===== config.mk =====
export PLATFORM = sky130hd
export DESIGN_NAME = arb3_rr_flat
export DESIGN_NICKNAME = d
export VERILOG_FILES = /design/src/rtl/arb3_rr_pkg.sv /design/src/rtl/arb3_rr_if.sv /design/src/rtl/arb3_rr_pick.sv /design/src/rtl/arb3_rr.sv /design/src/flat_wrapper.sv
export SDC_FILE = /design/constraint.sdc
export NUM_CORES = 1
export LEC_CHECK = 0
export BUFFER_PORTS_ARGS = -buffer_cell sky130_fd_sc_hd__buf_2
export CAP_MARGIN = 30
export CORE_AREA = 2 2 49 51
export DETAILED_ROUTE_END_ITERATION = 6
export DIE_AREA = 0 0 51 53
export SLEW_MARGIN = 30
export SYNTH_ARGS = -nofsm -noshare
export SYNTH_HDL_FRONTEND = slang
export SYNTH_HIERARCHICAL = 1
export SYNTH_SLANG_ARGS = --single-unit

===== constraint.sdc =====
create_clock -name ck -period 2.2 [get_ports ck]
set_input_delay 0.33 -clock ck [delete_from_list [all_inputs] [get_ports ck]]
set_output_delay 0.33 -clock ck [all_outputs]
set_load 0.005 [all_outputs]

===== src/rtl/arb3_rr_pkg.sv =====
// Shared types and helpers for the three-way round-robin arbiter.
// The picker function is the single source of the rotate/priority rule.
package arb3_rr_pkg;

    localparam int NREQ = 3;

    typedef enum logic {
        IDLE  = 1'b0,
        GRANT = 1'b1
    } state_t;

    // Priority runs ptr+1, ptr+2, ptr+3 (mod 3); ptr=3 never occurs and falls to the ptr=2 order.
    function automatic logic [NREQ-1:0] rr_pick(input logic [NREQ-1:0] req, input logic [1:0] ptr);
        logic [NREQ-1:0] win;
        win = '0;
        case (ptr)
            2'd0: begin
                if (req[1])      win = 3'b010;
                else if (req[2]) win = 3'b100;
                else if (req[0]) win = 3'b001;
            end
            2'd1: begin
                if (req[2])      win = 3'b100;
                else if (req[0]) win = 3'b001;
                else if (req[1]) win = 3'b010;
            end
            default: begin
                if (req[0])      win = 3'b001;
                else if (req[1]) win = 3'b010;
                else if (req[2]) win = 3'b100;
            end
        endcase
        return win;
    endfunction

    function automatic logic [1:0] onehot2id(input logic [NREQ-1:0] oh);
        logic [1:0] id;
        case (oh)
            3'b010:  id = 2'd1;
            3'b100:  id = 2'd2;
            default: id = 2'd0;
        endcase
        return id;
    endfunction

endpackage


===== src/rtl/arb3_rr_if.sv =====
// Request/grant handshake between the three requesters and the arbiter.
interface arb3_rr_if import arb3_rr_pkg::*; ();

    logic [NREQ-1:0] req;
    logic            done;
    logic [NREQ-1:0] gnt;
    logic            gnt_vld;
    logic [1:0]      gnt_id;
    logic            any_req;

    modport master (
        output req, done,
        input  gnt, gnt_vld, gnt_id, any_req
    );

    modport slave (
        input  req, done,
        output gnt, gnt_vld, gnt_id, any_req
    );

endinterface


===== src/rtl/arb3_rr_pick.sv =====
// Combinational rotate/priority picker; shared by the idle and release paths.
module arb3_rr_pick import arb3_rr_pkg::*; (
    input  logic [NREQ-1:0] req,
    input  logic [1:0]      ptr,
    output logic [NREQ-1:0] win
);

    assign win = rr_pick(req, ptr);

endmodule


===== src/rtl/arb3_rr.sv =====
// Three-requester round-robin arbiter with done/drop release and an optional hold limit.
// Grant, valid and id are all registered from the same next-grant value.
module arb3_rr import arb3_rr_pkg::*; #(
    parameter int HOLD_MAX = 15,
    parameter int CNT_W    = 4
) (
    input  logic       ck,
    input  logic       nrst,
    arb3_rr_if.slave   bus
);

    localparam bit              HOLD_EN   = (HOLD_MAX > 0);
    localparam logic [CNT_W-1:0] HOLD_LAST = CNT_W'(HOLD_MAX > 0 ? HOLD_MAX - 1 : 0);
    localparam logic [CNT_W-1:0] CNT_SAT   = '1;

    state_t          state, state_d;
    logic [1:0]      ptr, ptr_d;
    logic [CNT_W-1:0] cnt, cnt_d;
    logic [NREQ-1:0] gnt, gnt_d;
    logic [1:0]      gnt_id;
    logic            gnt_vld;

    logic [1:0]      pick_ptr;
    logic [NREQ-1:0] win;
    logic            any_req;
    logic            own_req;
    logic            other_req;
    logic            timeout;
    logic            rel;

    assign any_req   = |bus.req;
    assign own_req   = |(bus.req & gnt);
    assign other_req = |(bus.req & ~gnt);
    assign timeout   = HOLD_EN && (cnt == HOLD_LAST) && other_req;
    assign rel       = bus.done || !own_req || timeout;

    // While granted, arbitrate from the current owner so the release rotates past it.
    assign pick_ptr  = (state == GRANT) ? gnt_id : ptr;

    arb3_rr_pick u_pick (
        .req (bus.req),
        .ptr (pick_ptr),
        .win (win)
    );

    always_comb begin
        state_d = state;
        ptr_d   = ptr;
        cnt_d   = cnt;
        gnt_d   = gnt;
        case (state)
            IDLE: begin
                if (any_req) begin
                    state_d = GRANT;
                    gnt_d   = win;
                    cnt_d   = '0;
                end
            end
            GRANT: begin
                if (rel) begin
                    ptr_d   = gnt_id;
                    gnt_d   = win;
                    cnt_d   = '0;
                    state_d = any_req ? GRANT : IDLE;
                end else if (cnt != CNT_SAT) begin
                    cnt_d = cnt + CNT_W'(1);
                end
            end
            default: begin
                state_d = IDLE;
                gnt_d   = '0;
                cnt_d   = '0;
            end
        endcase
    end

    always_ff @(posedge ck) begin
        if (!nrst) begin
            state   <= IDLE;
            ptr     <= 2'd2;
            cnt     <= '0;
            gnt     <= '0;
            gnt_id  <= 2'd0;
            gnt_vld <= 1'b0;
        end else begin
            state   <= state_d;
            ptr     <= ptr_d;
            cnt     <= cnt_d;
            gnt     <= gnt_d;
            gnt_id  <= onehot2id(gnt_d);
            gnt_vld <= |gnt_d;
        end
    end

    assign bus.gnt     = gnt;
    assign bus.gnt_vld = gnt_vld;
    assign bus.gnt_id  = gnt_id;
    assign bus.any_req = any_req;

    a_onehot: assert property (@(posedge ck) $onehot0(gnt));
    a_vld:    assert property (@(posedge ck) gnt_vld == (gnt != '0));

endmodule


===== src/flat_wrapper.sv =====
// flat-port wrapper written by rule: the top's interface ports become plain ports
module arb3_rr_flat import arb3_rr_pkg::*;
#(
    parameter int HOLD_MAX = 15,
    parameter int CNT_W    = 4
)
  (ck, nrst, bus_req, bus_done, bus_gnt, bus_gnt_vld, bus_gnt_id, bus_any_req);
  arb3_rr_if bus_i ();
  input  logic ck;
  input  logic nrst;
  input wire logic [$bits(bus_i.req)-1:0] bus_req;
  input wire logic [$bits(bus_i.done)-1:0] bus_done;
  output wire logic [$bits(bus_i.gnt)-1:0] bus_gnt;
  output wire logic [$bits(bus_i.gnt_vld)-1:0] bus_gnt_vld;
  output wire logic [$bits(bus_i.gnt_id)-1:0] bus_gnt_id;
  output wire logic [$bits(bus_i.any_req)-1:0] bus_any_req;
  assign bus_i.req = bus_req;
  assign bus_i.done = bus_done;
  assign bus_gnt = bus_i.gnt;
  assign bus_gnt_vld = bus_i.gnt_vld;
  assign bus_gnt_id = bus_i.gnt_id;
  assign bus_any_req = bus_i.any_req;
  arb3_rr #(.HOLD_MAX(HOLD_MAX), .CNT_W(CNT_W)) u_core (.ck(ck), .nrst(nrst), .bus(bus_i));
endmodule

Yosys cells after proc, flatten, opt, wreduce, memory -nomap -nowiden

Cells that the tools add are included.

Register bits: 13
Logic and storage cells: 51

Add/subtract/negate cells: 1
Equal/unequal tests: 7
Multiplexer cells: 22
Bitwise operators: 4
Reductions and logical operators: 11

Operators by type and width:

| cell                                                                   | number |
|---|---|
| 3-bit 2-to-1 mux                                                       | 8 |
| 4-bit 2-to-1 mux                                                       | 3 |
| 3-bit case mux with 2 select lines                                     | 2 |
| 3-bit OR reduction                                                     | 4 |
| 4-bit case mux with 2 select lines                                     | 1 |
| 3-bit AND                                                              | 2 |
| 2-bit 2-to-1 mux                                                       | 3 |
| 4-bit by 1-bit adder with 4-bit output (second input constant)         | 1 |
| 4-bit equality test (second input constant)                            | 1 |
| 4-bit != test (second input constant)                                  | 1 |
| 2-bit case mux with 2 select lines                                     | 1 |
| 2-bit AND reduction                                                    | 2 |
| 3-bit by 2-bit equality test with 1-bit output (second input constant) | 1 |
| 3-bit equality test (second input constant)                            | 1 |
| 1-bit 2-to-1 mux                                                       | 3 |
| 3-bit != test (second input constant)                                  | 1 |
| 3-bit NOT                                                              | 1 |
| 2-bit by 1-bit equality test with 1-bit output (second input constant) | 1 |
| 2-bit logical NOT                                                      | 1 |
| 1-bit logical OR                                                       | 2 |
| 2-bit != test (second input constant)                                  | 1 |
| 1-bit case mux with 2 select lines                                     | 1 |
| 1-bit logical AND                                                      | 1 |
| 1-bit logical NOT                                                      | 1 |
| 1-bit NOT                                                              | 1 |

Logic depth before layout (Yosys ltp)

Gate-level depths: netlist of the first run.

Depth after elaboration: 9
Depth in mapped cells: 8
Mapped depth without buffers: 7

Modules after synthesis

The synthesis of the first run kept the hierarchy.

By module, submodules not included:

| module       | times used | cells each | area an instance (µm²) | sequential area each (µm²) |
|---|---|---|---|---|
| arb3_rr      | 1          | 78         | 680.7                  | 260.2 |
| arb3_rr_pick | 1          | 7          | 51.3                   | 0.0 |

Worst setup path after synthesis of the first run

No wires, ideal clock.

Path kind: reg2reg
Start point: register u_core.state
End point: register u_core.gnt_id[1] (netlist: u_core/bus.gnt_id[1])
Setup time: 0.096 ns
Data arrival time: 1.746 ns
Required time: 2.104 ns
Path slack: 0.358 ns
Cell stages (with the launch flop): 7
Path through: dfxtp_1 > mux2_2 > or3b_1 > and3b_1 > nor4b_1 > nand2_1 > o41ai_2

Cells in the longest elaborated chain, start to end: 7
Elaborated cells on any way between the ends: 11

RTL lines:

| what                                                                                  | RTL line                     | text |
|---|---|---|
| from (decl)                                                                           | arb3_rr.sv:16                | `state_t state, state_d;` |
| from (signal assigned)                                                                | arb3_rr.sv:86                | `state <= state_d;` |
| 2-bit 2-to-1 mux *                                                                    | arb3_rr.sv:38                | `assign pick_ptr = (state == GRANT) ? gnt_id : ptr;` |
| via u_core.pick_ptr[1]                                                                | arb3_rr.sv:23                | `logic [1:0] pick_ptr;` |
| 2-bit by 1-bit equality test with 1-bit output or 2-bit logical NOT (tied branches)   | arb3_rr_pkg.sv:16            | `case (ptr)` |
| 3-bit case mux with 2 select lines *                                                  | arb3_rr_pkg.sv:16            |  |
| via u_core.win[0]                                                                     | arb3_rr.sv:24                | `logic [NREQ-1:0] win;` |
| 3-bit 2-to-1 mux, on equally long branches                                            | arb3_rr.sv:60, arb3_rr.sv:53 |  |
| 3-bit case mux with 2 select lines *                                                  | arb3_rr.sv:51                | `case (state)` |
| 3-bit equality test or 3-bit by 2-bit equality test with 1-bit output (tied branches) | arb3_rr_pkg.sv:38            | `case (oh)` |
| 2-bit case mux with 2 select lines *                                                  | arb3_rr_pkg.sv:38            |  |
| to (signal assigned)                                                                  | arb3_rr.sv:90                | `gnt_id <= onehot2id(gnt_d);` |
| to (decl)                                                                             | arb3_rr.sv:20                | `logic [1:0] gnt_id;` |

Mark *: on every way through the listed nets, which the timed path passes. The rest lies on a longest branch.
A chain may end at the register's enable or synchronous reset.

Worst setup path after layout of the first run

Ends and elaborated chain as after synthesis.

==> results of run 1 <==
-- state kept, by name, indices dropped and copies added, names as in the netlist --
register / flops
u_core/bus.gnt: 3
u_core/bus.gnt_id: 2
u_core/bus.gnt_vld: 1
u_core/cnt: 4
u_core/ptr: 2
u_core/state: 1
-- logic make-up (layout without fill, tap and decap cells) --
kind of cell    after synthesis  after routing  synth area share
simple gates                 40             40            0.2992
compound gates               19             19            0.2017
flops                        13             13            0.3556
buf+inv                       6             21           0.04101
mux                           3              3           0.04444
fa+ha+maj                     2              2           0.03418
xor+xnor                      2              2           0.02394
-- routing by layer --
| metal | global-route usage | vias to the layer above | wire length, um |
|---|---|---|---|
| li1 | - | 348 | - |
| met1 | 0.1698 | 317 | 812 |
| met2 | 0.2186 | 17 | 785 |
| met3 | 0.04237 | 2 | 87 |
| met4 | 0.06757 | 0 | 16 |
| met5 | 0 | - | 0 |
-- worst min path at each step --
stage                                 endpoint                        from  cells past startpoint  slack, ns
floorplan           u_core/ptr[0]$_SDFFE_PN0P_  u_core/ptr[0]$_SDFFE_PN0P_                      2       0.44
global placement    u_core/ptr[0]$_SDFFE_PN0P_  u_core/ptr[0]$_SDFFE_PN0P_                      2       0.46
detailed placement  u_core/ptr[1]$_SDFFE_PN1P_  u_core/ptr[1]$_SDFFE_PN1P_                      2       0.47
CTS                 u_core/ptr[1]$_SDFFE_PN1P_                        nrst                      2       0.34
global route        u_core/ptr[1]$_SDFFE_PN1P_                        nrst                      2       0.35
finish              u_core/ptr[1]$_SDFFE_PN1P_                        nrst                      2       0.34
-- critical path, cell delays in order, from the launching register on --
cell	delay, ns
dfxtp_1	0.47
mux2_2	0.39
or3b_1	0.39
and3b_1	0.22
nor4b_1	0.30
nand2_1	0.11
o41ai_2	0.07
-- power groups by stage --
stage	sequential [mW]	clock [mW]	combinational [mW]
after floorplan	0.265	0	0.0578
after global placement	0.268	0	0.0871
after detailed placement	0.268	0	0.0886
after CTS	0.263	0.158	0.0888
after global routing	0.264	0.171	0.0987
final	0.263	0.152	0.0887
-- stage by stage --
stage	utilization	cell area (sq um)	hold slack, ns	std cells
5_1_grt	0.3943	847.1	0.3497	128
4_1_cts	0.3943	847.1	0.3377	128
6_report	0.3943	847.1	0.3414	128
2_1_floorplan	-	732.0	0.4398	85
3_5_place_dp	0.3815	819.5	0.4672	124
3_3_place_gp	0.3815	819.5	0.4574	124
-- Yosys cell counts, types with 3 or more instances --
library cell	count
dfxtp_1	13
nand2b_1	3
o31ai_1	3
nor2b_1	3
nand2_1	12
inv_1	4
nand3_1	5
nor3_1	3
-- final cells by class --
type                    instances  area (sq um)  share of cell area
repair buffers                 13         67.56             0.07976
flip-flops and latches         13         260.3              0.3072
multi-input cells              66         441.7              0.5214
clock buffers                   3         22.52             0.02659
well taps                      28         35.03             0.04136
inverters                       4         15.01             0.01773
clock inverters                 1         5.005            0.005908
==> impl_metrics.ini, run 1 <==
[run_status]
status = completed

[drt]
routed-via-count = 684
avgRoutedWirePerCell_um = 13.29
drt_iter0_drc = 37
drc = 0
first_pass_iters = 4
routed_wl_um = 1701
ant_nets = 0
via_per_inst = 5.344

[power]
leakage_nw = 0.3339
p_int_uw = 356.4
powerDensity_mw_per_mm2 = 594.9
power_switching_uw = 147.5
finalPower_uw = 503.9
peakVddDrop_mv = 0.2442
clkPwrFrac = 0.302
p_seq_frac = 0.522
swShare = 0.2927
combPwrFrac = 0.176

[die]
die_w_um = 51
die_y_um = 53
core-area_sq_mm = 0.002148
die_area_sq_mm = 0.002703
io_pins = 13
core.rowCount = 17
start_util = 0.3407

[worst_hold_path]
hp-class = input pin to register

[sta]
slew_headroom = 0.6894
worst_pin_slew_ns = 0.4619
setup_viol = 0
maxSlewViolCount = 0
min_period_ns = 2.023
fin_setup_tns_ns = 0
max_freq_mhz = 494.3
worst_slack_ns = 0.1768
rsz0062_at_grt = false
clock-skew-final_ns = 0.01333
finalCritPeriodShare = 0.9197
finalHoldViolCount = 0

[place]
port_buffers = 12
post-dp-hpwl_um = 1251
gp_congestion = 0.7536
dpl_worst_slack_ns = 0.1721

[clocking]
postCtsHoldBufs = 0
tritoncts = yes
cts_resized = 0
path_clk_slew_ns = 0.09
cts_made_buffers = 3
clock_path_buffers = 2
clock_sinks = 13
cts_setup_buffers = 0
cts_root_buf = clkbuf_4
clk-insertion-delay-late_ns = 0.29
cts_max_level = 1

[worst_setup_path]
r2r_setup_slack_ns = 0.18
r2r_cells = 6
crit_arrival_ns = 2.23
crit-reg2reg-capture = u_core/bus.gnt_id[1]$_SDFF_PN0_
worstSetupEndpoint = u_core/bus.gnt_id[1]$_SDFF_PN0_
cp.required_ns = 2.40
cp-startpoint = u_core/state$_SDFF_PN0_
r2r_start = u_core/state$_SDFF_PN0_
cp-end-kind = register
critPathKind = register to register
critPathMaxFanout = 7
setup.worst_path.start_class = register

[yosys]
yosys_register_bits = 13
synth_edf_count = 0
synth-seq-area-share = 0.3556
synth_nets = 93
ys_warn_count = 6
synth_top_area_share = 0.3556
synth_area_sq_um = 732.0
avgSynthCellArea_sq_um = 8.611
synth_ff_type = dfxtp_1
async_flop_share = 0
synth.area.top_cells = dfxtp_1 (36%), nand2_1 (6.2%), ha_1 (3.4%)
ys_types = 38
synthCells = 85
yosysTopAreaCell = dfxtp_1

[grt]
grt_pass1_vias = 594
grt.total_usage = 0.1383
grt_max_degree = 16
overflow = 0
antenna_found_initial = 0
grt_first_pass_wirelength_um = 2711

[finish]
num_antenna_cells = 0
final_cell_mix = dfxtp_1 (13), buf_2 (12), nand2_1 (12), nand3_1 (5), inv_1 (4)
fin_nets = 109
fillers = 225
syn_to_final_growth_pct = 15.73
final_common_cell = dfxtp_1
drive_gt1_frac = 0.2100

[job]
maxCapViolCount = 0
Power figures use the tool's default switching activity.
==> run 2, diff against run 1 <==
--- a/config.mk
+++ b/config.mk
@@ -11,4 +11,5 @@
 export DETAILED_ROUTE_END_ITERATION = 6
 export DIE_AREA = 0 0 51 53
+export GPL_ROUTABILITY_DRIVEN = 0
 export SLEW_MARGIN = 30
 export SYNTH_ARGS = -nofsm -noshare
==> constraint.sdc (replaced) <==
create_clock -name ck -period 2.2 [get_ports ck]
set_input_delay 0.11 -clock ck [delete_from_list [all_inputs] [get_ports ck]]
set_output_delay 0.11 -clock ck [all_outputs]
set_load 0.005 [all_outputs]
==> impl_metrics.ini, run 2 (synthesized netlist as in run 1, its figures left out) <==
[drt]
routed-via-count = 676
avgRoutedWirePerCell_um = 12.54
drc = 0
routed_wl_um = 1592
drt_iter0_drc = 10
ant_nets = 0
via_per_inst = 5.323
first_pass_iters = 4

[die]
die_w_um = 51
die_y_um = 53
io_pins = 13
core.rowCount = 17
die_area_sq_mm = 0.002703
core-area_sq_mm = 0.002148
start_util = 0.3407

[sta]
finalHoldViolCount = 0
worst_pin_slew_ns = 0.6017
setup_viol = 0
maxSlewViolCount = 0
max_freq_mhz = 489.2
fin_hold_ws_ns = 0.1290
slew_headroom = 0.5988
clock-skew-final_ns = 0.004014
fin_setup_tns_ns = 0
finalCritPeriodShare = 0.9291
rsz0062_at_grt = false
min_period_ns = 2.044

[clocking]
cts_made_buffers = 3
cts_setup_buffers = 0
cts_max_level = 1
cts_root_buf = clkbuf_4
clk-insertion-delay-late_ns = 0.27
path_clk_slew_ns = 0.08
clock_path_buffers = 2
postCtsHoldBufs = 0
clock_sinks = 13
tritoncts = yes

[finish]
top_regs = u_core/cnt x4, u_core/bus.gnt x3
largest_register_ffs = 4
fin_nets = 108
final_common_cell = dfxtp_1
final_cell_mix = dfxtp_1 (13), buf_2 (12), nand2_1 (12), nand3_1 (5), inv_1 (4)
regMostFlops = u_core/cnt
syn_to_final_growth_pct = 15.56
num_antenna_cells = 0
drive_gt1_frac = 0.2020

[worst_setup_path]
cp.required_ns = 2.37
r2r_cells = 6
crit_arrival_ns = 2.22
critPathKind = register to register
critPathMaxFanout = 7
crit-reg2reg-capture = u_core/bus.gnt_id[0]$_SDFF_PN0_
r2r_start = u_core/state$_SDFF_PN0_
setup.worst_path.start_class = register
r2r_setup_slack_ns = 0.16
cp-startpoint = u_core/state$_SDFF_PN0_
cp-end-kind = register

[grt]
antenna_found_initial = 0
grt_pass1_vias = 592
grt_max_degree = 16
grt.total_usage = 0.1347
overflow = 0
grt_first_pass_wirelength_um = 2663

[worst_hold_path]
min_to = u_core/ptr[1]$_SDFFE_PN1P_
hp-start = nrst
hp-class = input pin to register
worst_hold_path.num_cells = 2

[place]
port_buffers = 12

[power]
powerDensity_mw_per_mm2 = 586.2
leakage_nw = 0.3321
peakVddDrop_mv = 0.3300

[job]
maxCapViolCount = 0

[run_status]
status = completed
[run 2: cell types whose count changed in the layout (fill, tap and decap cells not counted), sizes merged]
cell | previous run | this run
clkbuf | 3 | 4
buf | 13 | 12
clkinv | 1 | 0
[run 2: metrics by stage]
step	cell area, sq um	total power [mW]	setup slack (ns)	util	std cells
after floorplan	732.0	0.3232	0.3582	-	85
after global placement	812.0	0.3521	0.1489	0.3780	123
after detailed placement	812.0	0.3540	0.1372	0.3780	123
after CTS	838.3	0.5024	0.1158	0.3902	127
after global routing	845.8	0.5282	0.008669	0.3937	127
final	845.8	0.4958	0.1559	0.3937	127
[run 2: critical path: stages, from the launching register on]
cell	delay (ns)
dfxtp_1	0.46
mux2_2	0.38
or3b_1	0.39
and3b_1	0.22
nor4b_1	0.30
nand2_1	0.10
o41ai_2	0.08
[run 2: worst max-delay path by stage]
stage / cells after the start / to
2_1_floorplan: 6 / u_core/bus.gnt_id[1]$_SDFF_PN0_
3_3_place_gp: 6 / u_core/bus.gnt_id[0]$_SDFF_PN0_
3_5_place_dp: 6 / u_core/bus.gnt_id[0]$_SDFF_PN0_
4_1_cts: 6 / u_core/bus.gnt_id[0]$_SDFF_PN0_
5_1_grt: 7 / u_core/bus.gnt_vld$_SDFF_PN0_
6_report: 6 / u_core/bus.gnt_id[0]$_SDFF_PN0_
[run 2: area by class of cell]
class	count	area [sq um]
multi-input cells	66	449.2
fillers	232	1303
flip-flops and latches	13	260.3
repair buffers	12	60.06
clock buffers	4	26.28
inverters	4	15.01
well taps	28	35.03
[run 2: power by group]
group          switching (mW)  internal (mW)
Sequential             0.0143          0.248
Combinational          0.0485         0.0387
Clock                  0.0757         0.0703
Total                   0.139          0.357
[run 2: timing repair]
| action | 4_1_cts | 5_1_grt |
|---|---|---|
| resized for setup | 0 | 1 |
| endpoints found under the hold margin | 0 | 0 |
| endpoints found under the setup margin | 0 | 1 |
[run 2: per-layer routing]
layer	vias to the layer above	track usage	routed length (um)
met5	-	0	0
met4	0	0.06757	17
met3	2	0.03390	68
met2	11	0.2121	775
met1	319	0.1698	731
li1	344	-	-
